===== src/rtl/hub75_scan_ctrl.sv =====
// HUB75 scan sequencer: shifts one row of pixels, blanks, latches, then holds the
// row on the panel for a brightness-weighted display window before the next row.
module hub75_scan_ctrl #(
   parameter int COLS      = 64,
   parameter int ROWS      = 16,
   parameter int DISP_UNIT = 8
) (
   input  logic       clk,
   input  logic       rst,
   input  logic       en,
   input  logic [3:0] brightness,
   output logic [6:0] col,
   output logic [3:0] shift_row,
   output logic [3:0] addr,
   output logic       sclk,
   output logic       lat,
   output logic       oe,
   output logic       busy,
   output logic       frame_done
);

   localparam int WIN = 16 * DISP_UNIT;
   localparam int CW  = $clog2(WIN + 1);

   typedef enum logic [2:0] {IDLE, SHIFT, BLANK, LATCH, DISPLAY} state_t;

   state_t          state, state_n;
   logic            phase, phase_n;
   logic [6:0]      col_n;
   logic [3:0]      shift_row_n, addr_n;
   logic [3:0]      bright_q, bright_q_n, bright_eff;
   logic [CW-1:0]   disp_cnt, disp_cnt_n, thr;
   logic            sclk_n, lat_n, oe_n, busy_n, frame_done_n;

   always_ff @(posedge clk) begin
      if (rst) begin
         state      <= IDLE;
         phase      <= 1'b0;
         col        <= '0;
         shift_row  <= '0;
         addr       <= '0;
         bright_q   <= '0;
         disp_cnt   <= '0;
         sclk       <= 1'b0;
         lat        <= 1'b0;
         oe         <= 1'b1;
         busy       <= 1'b0;
         frame_done <= 1'b0;
      end else begin
         state      <= state_n;
         phase      <= phase_n;
         col        <= col_n;
         shift_row  <= shift_row_n;
         addr       <= addr_n;
         bright_q   <= bright_q_n;
         disp_cnt   <= disp_cnt_n;
         sclk       <= sclk_n;
         lat        <= lat_n;
         oe         <= oe_n;
         busy       <= busy_n;
         frame_done <= frame_done_n;
      end
   end

   // Outputs are derived from the next state so each register shows the value
   // belonging to the state it will be in during the coming cycle.
   always_comb begin
      state_n      = state;
      phase_n      = phase;
      col_n        = col;
      shift_row_n  = shift_row;
      addr_n       = addr;
      bright_q_n   = bright_q;
      bright_eff   = bright_q;
      disp_cnt_n   = disp_cnt;
      frame_done_n = 1'b0;

      case (state)
         IDLE: begin
            if (en) begin
               state_n = SHIFT;
               col_n   = '0;
               phase_n = 1'b0;
            end
         end
         SHIFT: begin
            if (!phase) begin
               phase_n = 1'b1;
            end else begin
               phase_n = 1'b0;
               if (col == 7'(COLS - 1)) begin
                  col_n   = '0;
                  state_n = BLANK;
               end else begin
                  col_n = col + 7'd1;
               end
            end
         end
         BLANK: state_n = LATCH;
         LATCH: begin
            bright_q_n = brightness;
            bright_eff = brightness;
            disp_cnt_n = CW'(WIN - 1);
            state_n    = DISPLAY;
         end
         DISPLAY: begin
            if (disp_cnt != '0) begin
               disp_cnt_n = disp_cnt - CW'(1);
            end else begin
               if (shift_row == 4'(ROWS - 1)) begin
                  shift_row_n  = '0;
                  frame_done_n = 1'b1;
               end else begin
                  shift_row_n = shift_row + 4'd1;
               end
               phase_n = 1'b0;
               col_n   = '0;
               state_n = en ? SHIFT : IDLE;
            end
         end
         default: state_n = IDLE;
      endcase

      if (state_n == LATCH)
         addr_n = shift_row;

      // The window stays lit while the down-counter is at or above this threshold.
      thr = CW'(WIN - int'(bright_eff) * DISP_UNIT);

      sclk_n = (state_n == SHIFT) && phase_n;
      lat_n  = (state_n == LATCH);
      busy_n = (state_n != IDLE);

      oe_n = oe;
      case (state_n)
         IDLE, BLANK, LATCH: oe_n = 1'b1;
         DISPLAY:            oe_n = (disp_cnt_n < thr);
         default:            oe_n = oe;
      endcase
   end

endmodule


===== config.mk =====
export PLATFORM = sky130hd
export DESIGN_NAME = hub75_scan_ctrl
export DESIGN_NICKNAME = d
export VERILOG_FILES = /design/src/rtl/hub75_scan_ctrl.sv
export SDC_FILE = /design/constraint.sdc
export NUM_CORES = 1
export LEC_CHECK = 0
export CAP_MARGIN = 20
export CORE_MARGIN = 10
export CORE_UTILIZATION = 54
export CTS_BUF_LIST = sky130_fd_sc_hd__clkbuf_2 sky130_fd_sc_hd__clkbuf_4 sky130_fd_sc_hd__clkbuf_8
export CTS_CLUSTER_SIZE = 30
export DETAILED_ROUTE_END_ITERATION = 16
export GPL_ROUTABILITY_DRIVEN = 1
export PLACE_DENSITY = 0.79
export SLEW_MARGIN = 20
export SYNTH_ARGS = -nofsm -noshare
export SYNTH_HDL_FRONTEND = slang
export SYNTH_SLANG_ARGS = --single-unit

===== constraint.sdc =====
create_clock -name clk -period 3.2 [get_ports clk]
set_input_delay 0.32 -clock clk [delete_from_list [all_inputs] [get_ports clk]]
set_output_delay 0.32 -clock clk [all_outputs]
set_load 0.01 [all_outputs]

**Yosys cells after proc, flatten, opt, wreduce, memory -nomap -nowiden**

Index checks and enable logic that the tools add are counted.

- Multiplexer cells: 21
- Reductions and logical operators: 11
- Multipliers: 0
- $add $sub $neg: 4
- Bitwise logic cells: 2
- Shift operators: 0
- Order comparisons: 1
- Div/mod/pow operators: 0
- Equal/unequal tests: 13

Operators by type and width:

| kind | count |
|---|---|
| $mux 7 | 4 |
| $pmux 7 s3 | 1 |
| $pmux 8 s2 | 1 |
| $pmux 3 s5 | 1 |
| $eq 3x2->1 const B | 4 |
| $mux 3 | 4 |
| $lt 8x8->1 | 1 |
| $mux 4 | 2 |
| $mux 8 | 1 |
| $reduce_bool 8->1 | 1 |
| $sub 8x1->8 const B | 1 |
| $sub 8x7->8 const A | 1 |
| $add 7x1->7 const B | 1 |
| $eq 7x6->1 const B | 1 |
| $eq 3x1->1 const B | 2 |
| $eq 3x3->1 const B | 2 |
| $logic_not 3->1 | 2 |
| $ne 2x2->1 const B | 3 |
| $reduce_bool 3->1 | 2 |
| $reduce_or 3->1 | 2 |
| $mux 1 | 5 |
| $add 4x1->4 const B | 1 |
| $eq 4x4->1 const B | 1 |
| $reduce_and 4->1 | 1 |
| 6 further kinds | 7 |

- Logic and storage cells: 64
- Bits in writable memories: 0
- Bits in registers: 36
- Input port bits: 7
- ROM bits: 0
- Memories: 0
- Output and inout port bits: 20
- Latch bits: 0

**Logic depth before layout (Yosys ltp)**

- Depth after elaboration: 7
- Gate-level depth with buffers: 12
- Gate-level depth less buffers: 12

**Worst setup path before layout**

Ideal clock, no wire load.

- Path kind: reg-to-reg
- Start point: register state[1]
- End point: register oe
- Slack: 0.380 ns
- Stages on the path, launching flop included: 13
- Path buffers: 1
- Arrival time: 2.744 ns
- Cell sequence: dfxtp_1 -> or3b_2 -> buf_2 -> nor4b_1 -> nor2b_1 -> mux2i_1 -> nand2_1 -> ha_1 -> a21oi_1 -> o21ai_0 -> a2111oi_0 -> nor4_1 -> o22ai_1

- Elaborated cells between the ends (all ways): 21
- Those cells by class: add/sub (1); order compare (1); eq/ne (7); mux (8); reduce/logical (4)

RTL lines:

| element | RTL line | text |
|---|---|---|
| start, declared | 27 | `state_t state, state_n;` |
| start signal, assigned | 50 | `state <= state_n;` |
| $eq 3x3->1 / $eq 3x2->1 (equally long branches) | 78 | `case (state)` |
| $pmux 8 s2 * | 78 |  |
| via disp_cnt_n[5] | 32 | `logic [CW-1:0] disp_cnt, disp_cnt_n, thr;` |
| $lt 8x8->1 * | 137 | `DISPLAY: oe_n = (disp_cnt_n < thr);` |
| $pmux 1 s2 * | 135 | `case (state_n)` |
| end signal, assigned | 59 | `oe <= oe_n;` |
| end, declared | 17 | `output logic oe,` |

Mark *: on every way through the listed nets, which the timed path passes. The rest lies on a longest branch.
A chain may end at the register's enable or synchronous reset.

**Worst setup path in the final report**

Ends and elaborated chain as after synthesis.

==> results.py <==
metrics = {
    "power_and_ir_drop": {
        "p_leak_nw": 0.848,
        "powerDensity_mw_per_mm2": 375,
        "p_total_mw": 0.855,
        "ir_drop_mv": 0.350,
    },
    "worst_setup_path": {
        "crit_required_ns": 3.40,
        "path_depth": 11,
        "r2r-start": "state[1]",
        "cpMaxStageDelayCell": "or3b_2",
        "critPathMaxFanout": 10,
        "critPathKind": "reg2reg",
        "cp_cell_sequence": "or3b_2 > nor4b_2 > nor2b_1 > mux2i_1 > nand2_1 > ha_1 > a21oi_1 > o21ai_1 > a41oi_1 > nor4_1 > o22ai_1",
        "cpPeakStageDelay_ns": 0.59,
        "end_kind": "flip-flop",
        "startpoint": "state[1]",
        "worst-path-buf-inv": 0,
        "worstSetupStartpointType": "flip-flop",
        "rr_worst_depth": 11,
        "crit_family": "simple AND/OR/NAND/NOR gates",
        "worstPathArrival_ns": 3.12,
    },
    "cells_and_area": {
        "num_antenna_cells": 0,
        "area.growth.synth_to_final_pct": 23.3,
        "drive_above_1_share": 0.108,
        "layout.nets": 264,
        "final_util": 0.684,
    },
    "yosys": {
        "yosys_warnings": 0,
        "ys.flop_type": "dfxtp_1",
        "yosys.area.top_type": "dfxtp_1",
        "synth_area_leaders": "dfxtp_1, ha_1, mux2i_1, a21oi_1, nor2_1",
        "ys_seq_area_frac": 0.389,
        "async_flop_share": 0,
        "avgSynthCellArea_um2": 8.57,
        "syn_area_mm2": 0.00185,
        "syn_inst": 216,
        "synth_nets": 232,
        "synth_top_area_share": 0.389,
        "synth_seq_cells": 36,
        "synthDistinctLibCells": 44,
        "synth_enable_flop_cells": 0,
    },
    "sta": {
        "rsz0062_at_grt": "no",
        "fin_crit_sh": 0.912,
        "finalSetupTns_ns": 0,
        "finalClockSkew_ns": 0.00371,
        "max_freq_mhz": 343,
        "relSlewSlack": 0.426,
        "maxSlewViolCount": 0,
        "fin_crit_ns": 2.92,
        "hold_viol_final": 0,
        "hold_ws_ns": 0.488,
        "setup_viol_count_final": 0,
        "worst_slew_pin_slew_ns": 0.859,
    },
    "global_routing": {
        "grt_pass1_wl_mm": 6.97,
        "track_usage": 0.137,
        "grt_max_degree": 25,
        "grt-ovfl-total": 0,
        "antenna_found_initial": 0,
        "first_global_vias": 1535,
    },
    "clocking": {
        "clock_path_buffers": 2,
        "path_clk_slew_ns": 0.11,
        "cts_sinks": 36,
        "insertion_delay_ns": 0.34,
        "cts_buffers": 5,
        "cts_max_level": 2,
        "tritoncts": "yes",
        "cts_root_buffer": "clkbuf_4",
        "post_cts_buffers": 0,
    },
    "worst_hold_path": {
        "hp-start": "oe",
        "hold-path-cell-count": 2,
        "hold_path.class": "reg2reg",
    },
    "detailed_routing": {
        "drtIter0Drc": 96,
        "wl_mm": 4.10,
        "wl_per_cell_um": 13.9,
        "first_pass_iters": 4,
        "via_per_inst": 5.75,
        "drc_errors": 0,
        "dr_total_vias": 1697,
        "ant_nets": 0,
    },
    "placement": {
        "hpwlAfterDp_mm": 3.00,
        "gp_congestion": 0.889,
        "port-buffer-count": 26,
    },
    "die": {
        "start_util": 0.555,
        "ioPinCount": 27,
        "num_rows": 21,
        "die_w_um": 78.5,
        "fp.dieArea_mm2": 0.00617,
        "core-area_mm2": 0.00334,
        "die_h_um": 78.5,
    },
    "run_status": {
        "status": "finished, final reports clean",
    },
    "run": {
        "drv_cap": 0,
    },
}
## Yosys cell counts (5+ instances only)
cell / count
clkbuf_1: 8
mux2i_1: 11
o21ai_0: 9
nor3_1: 7
nor2_1: 25
dfxtp_1: 36
nand3_1: 8
nor2b_1: 5
a21oi_1: 21
ha_1: 9
inv_1: 5
nand2_1: 16
a211oi_1: 5
## registers in the layout, indices dropped and copies added, names as in the netlist
signal,flops
frame_done,1
addr,4
busy,1
state,3
shift_row,4
oe,1
bright_q,4
disp_cnt,8
col,7
phase,1
sclk,1
lat,1
## worst paths after layout
| check | slack, ns | endpoint |
|---|---|---|
| worst max register to register | 0.28 | oe |
| worst min-delay path | 0.49 | oe |
| worst min register to register | 0.49 | oe |
| worst max-delay path | 0.28 | oe |
## per-stage QoR
step                      std cells  setup slack [ns]  area (um2)
after floorplan                 216             0.380        1850
after global placement          287             0.362        2190
after detailed placement        287             0.172        2190
after CTS                       295             0.101        2270
after global routing            295            0.0237        2280
final                           295             0.282        2280
## tightest hold or removal path: cells and delay by family (launching register included)
kind,cells,cell delay [ns]
compound gates,1,0.06
flops,1,0.33
simple gates,1,0.05
## cell usage in the layout (no fill, tap or decap), types with 2 or more instances in the layout
cell type        instances
mux2i_1                 11
clkbuf_4                 5
nand3_1                  8
o21ai_0                  8
dfxtp_1                 36
clkdlybuf4s50_1         26
nand2_1                 16
a21oi_1                 21
xor2_1                   3
buf_4                    9
o31ai_1                  2
nor3b_1                  3
nor2_1                  25
or3b_2                   4
or4_1                    3
ha_1                     9
nand2b_1                 4
or3_1                    2
inv_1                    5
a211oi_1                 5
nor4_1                   2
nor2b_1                  5
a31oi_1                  4
nor3_1                   7
## area by class of cell
| type | count | area (um2) |
|---|---|---|
| multi-input combinational | 165 | 1080 |
| tap | 46 | 57.6 |
| inverter | 5 | 18.8 |
| timing repair buffer | 35 | 328 |
| clock buffer | 5 | 37.5 |
| fill | 288 | 1050 |
| clock inverter | 3 | 42.5 |
| sequential | 36 | 721 |
## where the power goes
group	switching, mW	internal [mW]	leakage (nW)
Sequential	0.00530	0.456	0.291
Clock	0.152	0.163	0.0412
Combinational	0.0398	0.0390	0.516
## cells by family (layout without fill, tap and decap cells)
kind of cell	count (synthesis)	in the layout	synth area share
AOI/OAI and AO/OA	52	52	0.179
DFF	36	36	0.389
adders and majority gates	9	9	0.0609
buffers and inverters	15	48	0.0352
xor gates and xnor gates	4	4	0.0189
muxes	11	11	0.0595
and+or+nand+nor	89	89	0.258
## per-layer routing
metal	part of all wire	vias to the layer above	GRT usage	wire length (um)
li1	-	853	-	-
met1	0.44	781	0.169	1810
met2	0.47	53	0.206	1920
met3	0.074	10	0.0547	304
met4	0.018	0	0.0573	74
met5	0	-	0	0
## repair_timing
action,CTS,global route
resized for setup,0,4
setup endpoints to repair,0,1
hold buffers,0,0
No activity file was read; power rests on OpenSTA's default activity.
